[src/rtl/keyboard_serial_tx_if.sv]
// Key-event valid/ready port for the CH446Q-style serial transmitter.
// Carries {ay, ax, state} from the key-mapping logic.
interface keyboard_serial_tx_if;
  logic       ev_valid;
  logic       ev_ready;
  logic [2:0] ev_ay;
  logic [3:0] ev_ax;
  logic       ev_state;

  modport master (
    output ev_valid, ev_ay, ev_ax, ev_state,
    input  ev_ready
  );

  modport slave (
    input  ev_valid, ev_ay, ev_ax, ev_state,
    output ev_ready
  );
endinterface

[src/rtl/keyboard_serial_tx.sv]
// CH446Q-style DAT/SK/STB frame transmitter with an event FIFO.
// Optional KEYBOARD_TX_SHADOW_EN drops events matching the receiver state.
module keyboard_serial_tx #(
  parameter int DIV        = 4,
  parameter int FIFO_DEPTH = 8
) (
  input  logic                        clk,
  input  logic                        rst_in,
  keyboard_serial_tx_if.slave         ev,
  output logic                        DAT,
  output logic                        SK,
  output logic                        STB,
  output logic                        busy,
  output logic [$clog2(FIFO_DEPTH):0] fifo_level
);

  localparam int AW = $clog2(FIFO_DEPTH);
  localparam int LW = AW + 1;
  localparam int CW = (DIV > 1) ? $clog2(DIV) : 1;

  typedef enum logic [2:0] {
    IDLE, BIT_LO, BIT_HI, SETUP, STROBE, HOLD
  } state_t;

  state_t          st_q;
  logic [CW-1:0]   cnt_q;
  logic [2:0]      bit_q;
  logic [6:0]      word_q;
  logic            sv_q;
  logic            dat_q, sk_q, stb_q, busy_q;

  logic [7:0]      mem_q [FIFO_DEPTH];
  logic [AW-1:0]   wr_q, rd_q;
  logic [LW-1:0]   lvl_q, lvl_d;
  logic            rdy_q;
  logic            push, pop, skip, last;
  logic [7:0]      head;

  assign push = ev.ev_valid & rdy_q;
  assign pop  = (st_q == IDLE) && (lvl_q != '0);
  assign head = mem_q[rd_q];
  assign last = (cnt_q == CW'(DIV - 1));

  assign lvl_d = lvl_q + LW'(push) - LW'(pop);

  always_ff @(posedge clk) begin
    if (push) mem_q[wr_q] <= {ev.ev_ay, ev.ev_ax, ev.ev_state};
  end

  always_ff @(posedge clk or negedge rst_in) begin
    if (!rst_in) begin
      wr_q  <= '0;
      rd_q  <= '0;
      lvl_q <= '0;
      rdy_q <= 1'b0;
    end else begin
      if (push) wr_q <= wr_q + 1'b1;
      if (pop)  rd_q <= rd_q + 1'b1;
      lvl_q <= lvl_d;
      rdy_q <= (lvl_d != LW'(FIFO_DEPTH));
    end
  end

`ifdef KEYBOARD_TX_SHADOW_EN
  logic [63:0] sh_q;
  logic [2:0]  shx_q;
  logic        trk, shb;
  logic [1:0]  hx, wx;

  assign hx = 2'(head[7:5] - 3'd5);
  assign wx = 2'(word_q[6:4] - 3'd5);

  always_comb begin
    trk = 1'b0;
    shb = 1'b0;
    unique case (1'b1)
      !head[4]: begin
        trk = 1'b1;
        shb = sh_q[{head[7:5], head[3:1]}];
      end
      (head[4:1] == 4'd8) && (head[7:5] >= 3'd5): begin
        trk = 1'b1;
        shb = shx_q[hx];
      end
      default: ;
    endcase
  end

  assign skip = trk && (shb == head[0]);
`else
  assign skip = 1'b0;
`endif

  always_ff @(posedge clk or negedge rst_in) begin
    if (!rst_in) begin
      st_q   <= IDLE;
      cnt_q  <= '0;
      bit_q  <= '0;
      word_q <= '0;
      sv_q   <= 1'b0;
      dat_q  <= 1'b0;
      sk_q   <= 1'b0;
      stb_q  <= 1'b0;
      busy_q <= 1'b0;
`ifdef KEYBOARD_TX_SHADOW_EN
      sh_q   <= '1;
      shx_q  <= '1;
`endif
    end else if (st_q != IDLE && !last) begin
      cnt_q <= cnt_q + 1'b1;
    end else begin
      cnt_q <= '0;
      unique case (st_q)
        IDLE: if (pop && !skip) begin
          word_q <= head[7:1];
          sv_q   <= head[0];
          bit_q  <= 3'd6;
          dat_q  <= head[7];
          sk_q   <= 1'b0;
          busy_q <= 1'b1;
          st_q   <= BIT_LO;
        end
        BIT_LO: begin
          sk_q <= 1'b1;
          st_q <= BIT_HI;
        end
        BIT_HI: begin
          sk_q <= 1'b0;
          if (bit_q == 3'd0) begin
            dat_q <= sv_q;
            st_q  <= SETUP;
          end else begin
            bit_q <= bit_q - 3'd1;
            dat_q <= word_q[bit_q - 3'd1];
            st_q  <= BIT_LO;
          end
        end
        SETUP: begin
          stb_q <= 1'b1;
          st_q  <= STROBE;
`ifdef KEYBOARD_TX_SHADOW_EN
          // Mirror what the receiver latches on this strobe.
          if (!word_q[3])
            sh_q[{word_q[6:4], word_q[2:0]}] <= sv_q;
          else if (word_q[3:0] == 4'd8 && word_q[6:4] >= 3'd5)
            shx_q[wx] <= sv_q;
`endif
        end
        STROBE: begin
          stb_q <= 1'b0;
          st_q  <= HOLD;
        end
        HOLD: begin
          dat_q  <= 1'b0;
          busy_q <= 1'b0;
          st_q   <= IDLE;
        end
        default: st_q <= IDLE;
      endcase
    end
  end

  assign ev.ev_ready = rdy_q;
  assign DAT         = dat_q;
  assign SK          = sk_q;
  assign STB         = stb_q;
  assign busy        = busy_q;
  assign fifo_level  = lvl_q;

endmodule

[src/flat_wrapper.sv]
// flat-port wrapper written by rule: the top's interface ports become plain ports
module keyboard_serial_tx_flat 
#(
  parameter int DIV        = 4,
  parameter int FIFO_DEPTH = 8
)
  (clk, rst_in, DAT, SK, STB, busy, fifo_level, ev_ev_valid, ev_ev_ay, ev_ev_ax, ev_ev_state, ev_ev_ready);
  keyboard_serial_tx_if ev_i ();
  input  logic clk;
  input  logic rst_in;
  output logic DAT;
  output logic SK;
  output logic STB;
  output logic busy;
  output logic [$clog2(FIFO_DEPTH):0] fifo_level;
  input wire logic [$bits(ev_i.ev_valid)-1:0] ev_ev_valid;
  input wire logic [$bits(ev_i.ev_ay)-1:0] ev_ev_ay;
  input wire logic [$bits(ev_i.ev_ax)-1:0] ev_ev_ax;
  input wire logic [$bits(ev_i.ev_state)-1:0] ev_ev_state;
  output wire logic [$bits(ev_i.ev_ready)-1:0] ev_ev_ready;
  assign ev_i.ev_valid = ev_ev_valid;
  assign ev_i.ev_ay = ev_ev_ay;
  assign ev_i.ev_ax = ev_ev_ax;
  assign ev_i.ev_state = ev_ev_state;
  assign ev_ev_ready = ev_i.ev_ready;
  keyboard_serial_tx #(.DIV(DIV), .FIFO_DEPTH(FIFO_DEPTH)) u_core (.clk(clk), .rst_in(rst_in), .ev(ev_i), .DAT(DAT), .SK(SK), .STB(STB), .busy(busy), .fifo_level(fifo_level));
endmodule
[config.mk]
export PLATFORM = sky130hd
export DESIGN_NAME = keyboard_serial_tx_flat
export DESIGN_NICKNAME = d
export VERILOG_FILES = /design/src/rtl/keyboard_serial_tx_if.sv /design/src/rtl/keyboard_serial_tx.sv /design/src/flat_wrapper.sv
export SDC_FILE = /design/constraint.sdc
export NUM_CORES = 1
export LEC_CHECK = 0
export CAP_MARGIN = 30
export CELL_PAD_IN_SITES_DETAIL_PLACEMENT = 2
export CELL_PAD_IN_SITES_GLOBAL_PLACEMENT = 2
export CORE_MARGIN = 3
export CORE_UTILIZATION = 47
export DETAILED_ROUTE_END_ITERATION = 8
export MAX_ROUTING_LAYER = met4
export PLACE_DENSITY = 0.89
export SYNTH_ARGS = -nofsm -noshare
export SYNTH_HDL_FRONTEND = slang
export SYNTH_SLANG_ARGS = --single-unit
[constraint.sdc]
create_clock -name clk -period 4.5 [get_ports clk]
set_clock_uncertainty 0.2 [all_clocks]
set_input_delay 0.45 -clock clk [delete_from_list [all_inputs] [get_ports clk]]
set_output_delay 0.45 -clock clk [all_outputs]
set_load 0.02 [all_outputs]
==> metrics.txt <==
remaining antenna violation count after routing=0; count of buffers inserted at the top-level ports=19; DRC marker count from the first detailed-route iteration=48; share of flip-flops with an asynchronous set or reset after synthesis=0.326; Crit Path Class=flip-flop to flip-flop; maximum capacitance violations=0; worst setup path startpoint=u_core.fifo_level[2]$_DFF_PN0_; syn avg cell area=15.6 µm²; Die H=99.3 µm; power density relative to cell area=454 nW/µm²; synth warn=0; number of vias in the routed layout=2288; htree depth=3; sequential group share of total power=0.538; total routed wirelength=9750 µm; RSZ-0062 raised after global routing=no; clk buf depth=2; final count of hold timing violations=0; number of nets produced by synthesis=284; Combinational Power Share=0.207; Cell variety after synth=45; post-layout utilization of the core=0.549; clock network power share=0.254; r2r startpoint=u_core.fifo_level[2]$_DFF_PN0_; clock-pin slew of the registers on the worst-case setup and hold paths=0.11 ns; CTS sink count=95; count of hold buffers inserted by post-cts repair=0; via count of the first global-routing pass=2619; number of antenna violations at the first check in global routing=0; crit end category=flip-flop; worst relative slew slack=0.352; buffer cell driving the clock tree root=sky130_fd_sc_hd__clkbuf_8; routed length per instance=24.5 µm; data required time of the critical path=4.55 ns; total grt overflow=0; final critical-path required period=3.47 ns; setup_tns=0 ns; Worst Max-Slew Pin Slew=0.969 ns; count of flip-flops with a built-in enable after synthesis=64; GRT Resource Usage Total=0.218; Peak Freq=0.289 GHz; placement-stage cell area=4350 µm²; share of cells above drive strength 1=0.143; final design instance area without fill=4580 µm²; setup violation total in the final timing report=0; type of element launching the critical path=flip-flop; die outline area=9860 µm²; net total in the final layout=310; synthesized netlist cell count=262; clock tree from TritonCTS=yes; DP Worst Slack=1.25 ns; maximum number of pins on one net before global-route repair=32; core outline area=8340 µm²; length of the first detailed-routing pass in iterations=4; number of gates given a new drive strength after cts=0; total chip power=2.08 mW; Worst-Skew Late Latency=0.36 ns; number of design rule violations left after detail routing=0; combined area of all synthesized cells=4090 µm²; top flip-flop cell by instance count after synthesis=sky130_fd_sc_hd__edfxtp_1; worst-case reg-to-reg path depth=13; Cell Int Power=1.43 mW; die extent in x=99.3 µm; count of buffers added by post-CTS timing repair for setup=0; global-route wire length before repair=15200 µm; run status=finished clean; routability-driven placement congestion ratio=0.706; Final Slew Violations=0; Inserted Clock Buffers=9; leakage power summed over all cells=1.69 nW; number of antenna diodes=0; P_sw=650 µW; vias per cell=5.75; switching part of the total power=0.313; peak fanout along the critical path=19; Area Growth Syn to Fin=12.0%; Critical Path AT=3.51 ns; Initial Utilization=0.490; flip-flop and latch count after synthesis=95; share of the cycle needed by the critical path after routing=0.770; register area share after synthesis=0.660; path type of the worst min-delay path=primary input to asynchronous set/reset pin; HPWL after detailed placement=6750 µm; row cnt=33; IO Count=20; maximum ir drop on the vdd rail=0.000244 V; Final WS setup=1.03 ns
==> critical path, stage by stage, from the launching register on <==
cell,delay (ns)
sky130_fd_sc_hd__dfrtp_1,0.41
sky130_fd_sc_hd__inv_1,0.09
sky130_fd_sc_hd__ha_1,0.20
sky130_fd_sc_hd__or3b_1,0.40
sky130_fd_sc_hd__nand2_2,0.32
sky130_fd_sc_hd__inv_2,0.09
sky130_fd_sc_hd__ha_1,0.31
sky130_fd_sc_hd__inv_1,0.07
sky130_fd_sc_hd__ha_1,0.19
sky130_fd_sc_hd__inv_1,0.08
sky130_fd_sc_hd__fa_1,0.49
sky130_fd_sc_hd__inv_1,0.09
sky130_fd_sc_hd__nor3_1,0.32
sky130_fd_sc_hd__nand2_1,0.11
==> layout by cell type, fill, tap and decap left out, types with 3 or more instances in the layout <==
| cell type | count |
|---|---|
| sky130_fd_sc_hd__inv_6 | 3 |
| sky130_fd_sc_hd__mux2i_1 | 9 |
| sky130_fd_sc_hd__nor3b_1 | 4 |
| sky130_fd_sc_hd__nand2_1 | 27 |
| sky130_fd_sc_hd__nand2b_1 | 6 |
| sky130_fd_sc_hd__nor2_1 | 11 |
| sky130_fd_sc_hd__dfrtp_1 | 31 |
| sky130_fd_sc_hd__a31oi_1 | 3 |
| sky130_fd_sc_hd__buf_4 | 5 |
| sky130_fd_sc_hd__clkbuf_8 | 9 |
| sky130_fd_sc_hd__inv_1 | 11 |
| sky130_fd_sc_hd__clkdlybuf4s50_1 | 19 |
| sky130_fd_sc_hd__mux4_2 | 12 |
| sky130_fd_sc_hd__edfxtp_1 | 64 |
| sky130_fd_sc_hd__o21ai_0 | 5 |
| sky130_fd_sc_hd__xnor2_1 | 4 |
| sky130_fd_sc_hd__o21ai_1 | 9 |
| sky130_fd_sc_hd__nor3_1 | 6 |
| sky130_fd_sc_hd__mux4_1 | 5 |
| sky130_fd_sc_hd__a21oi_1 | 5 |
| sky130_fd_sc_hd__ha_1 | 10 |
==> final cells by class <==
cell class	count	area [µm²]
Fill cell	731	3760
Tap cell	105	131
Inverter	12	45.0
Sequential cell	95	2700
Clock buffer	9	124
Clock inverter	7	61.3
Multi-Input combinational cell	144	1260
Timing Repair Buffer	26	260
==> path summary, 6_finish.rpt <==
| path | to | slack, ns |
|---|---|---|
| setup / recovery | u_core.ev.ev_ready$_DFF_PN0_ | 1.03 |
| hold / removal | u_core.st_q[2]$_DFFE_PN0P_ | 0.27 |
| setup reg to reg | u_core.ev.ev_ready$_DFF_PN0_ | 1.03 |
| hold reg to reg | u_core.cnt_q[0]$_DFF_PN0_ | 0.27 |
| max in group asynchronous | u_core.word_q[5]$_DFFE_PN0P_ | 3.51 |
| min in group clk | u_core.cnt_q[0]$_DFF_PN0_ | 0.27 |
==> kinds of logic (layout without fill, tap and decap cells) <==
group / after synthesis / in the layout / synth area share
compound gates: 34 / 34 / 0.0514
xor+xnor: 6 / 6 / 0.0128
fa+ha+maj: 11 / 11 / 0.0355
buf+inv: 23 / 54 / 0.0321
flops: 95 / 95 / 0.660
mux: 27 / 27 / 0.123
simple gates: 66 / 66 / 0.0857
==> per-stage QoR <==
stage          instances  hold slack, ns
6_report             398           0.268
5_1_grt              398           0.305
3_3_place_gp         378           0.229
4_1_cts              394           0.272
2_1_floorplan        262         -0.0456
3_5_place_dp         378           0.259
==> routing by layer <==
layer	track usage	vias up	share of wire
li1	-	1035	-
met1	0.255	1191	0.40
met2	0.385	40	0.55
met3	0.0288	22	0.026
met4	0.0767	0	0.025
met5	-	-	0
==> flip-flops by register name (all words and copies together) (netlist names) <==
name,cells
u_core.cnt_q,2
u_core.rd_q,3
u_core.ev.ev_ready,1
u_core.mem_q,64
u_core.fifo_level,4
u_core.DAT,1
u_core.wr_q,3
u_core.SK,1
u_core.STB,1
u_core.bit_q,3
u_core.busy,1
u_core.sv_q,1
u_core.word_q,7
u_core.st_q,3
==> power groups by stage <==
stage / combinational (mW) / clock, mW / sequential, mW
after floorplan: 0.203 / 0 / 1.13
after global placement: 0.356 / 0 / 1.12
after detailed placement: 0.403 / 0 / 1.14
after CTS: 0.419 / 0.541 / 1.12
after global routing: 0.470 / 0.573 / 1.13
final: 0.431 / 0.529 / 1.12
==> Yosys cell counts (3+ instances only) <==
| cell | instances | share of area |
|---|---|---|
| sky130_fd_sc_hd__edfxtp_1 | 64 | 0.47 |
| sky130_fd_sc_hd__dfrtp_1 | 31 | 0.19 |
| sky130_fd_sc_hd__nand2_1 | 27 | 0.025 |
| sky130_fd_sc_hd__mux4_2 | 12 | 0.066 |
| sky130_fd_sc_hd__inv_1 | 11 | 0.010 |
| sky130_fd_sc_hd__nor2_1 | 11 | 0.010 |
| sky130_fd_sc_hd__ha_1 | 10 | 0.031 |
| sky130_fd_sc_hd__mux2i_1 | 9 | 0.022 |
| sky130_fd_sc_hd__o21ai_1 | 9 | 0.011 |
| sky130_fd_sc_hd__nand2b_1 | 6 | 0.0092 |
| sky130_fd_sc_hd__nor3_1 | 6 | 0.0073 |
| sky130_fd_sc_hd__a21oi_1 | 5 | 0.0061 |
| sky130_fd_sc_hd__buf_2 | 5 | 0.0061 |
| sky130_fd_sc_hd__mux4_1 | 5 | 0.032 |
| sky130_fd_sc_hd__o21ai_0 | 5 | 0.0061 |
| sky130_fd_sc_hd__nor3b_1 | 4 | 0.0073 |
| sky130_fd_sc_hd__xnor2_1 | 4 | 0.0086 |
| sky130_fd_sc_hd__a31oi_1 | 3 | 0.0046 |
Note: power is estimated with default switching activity, not from simulation.
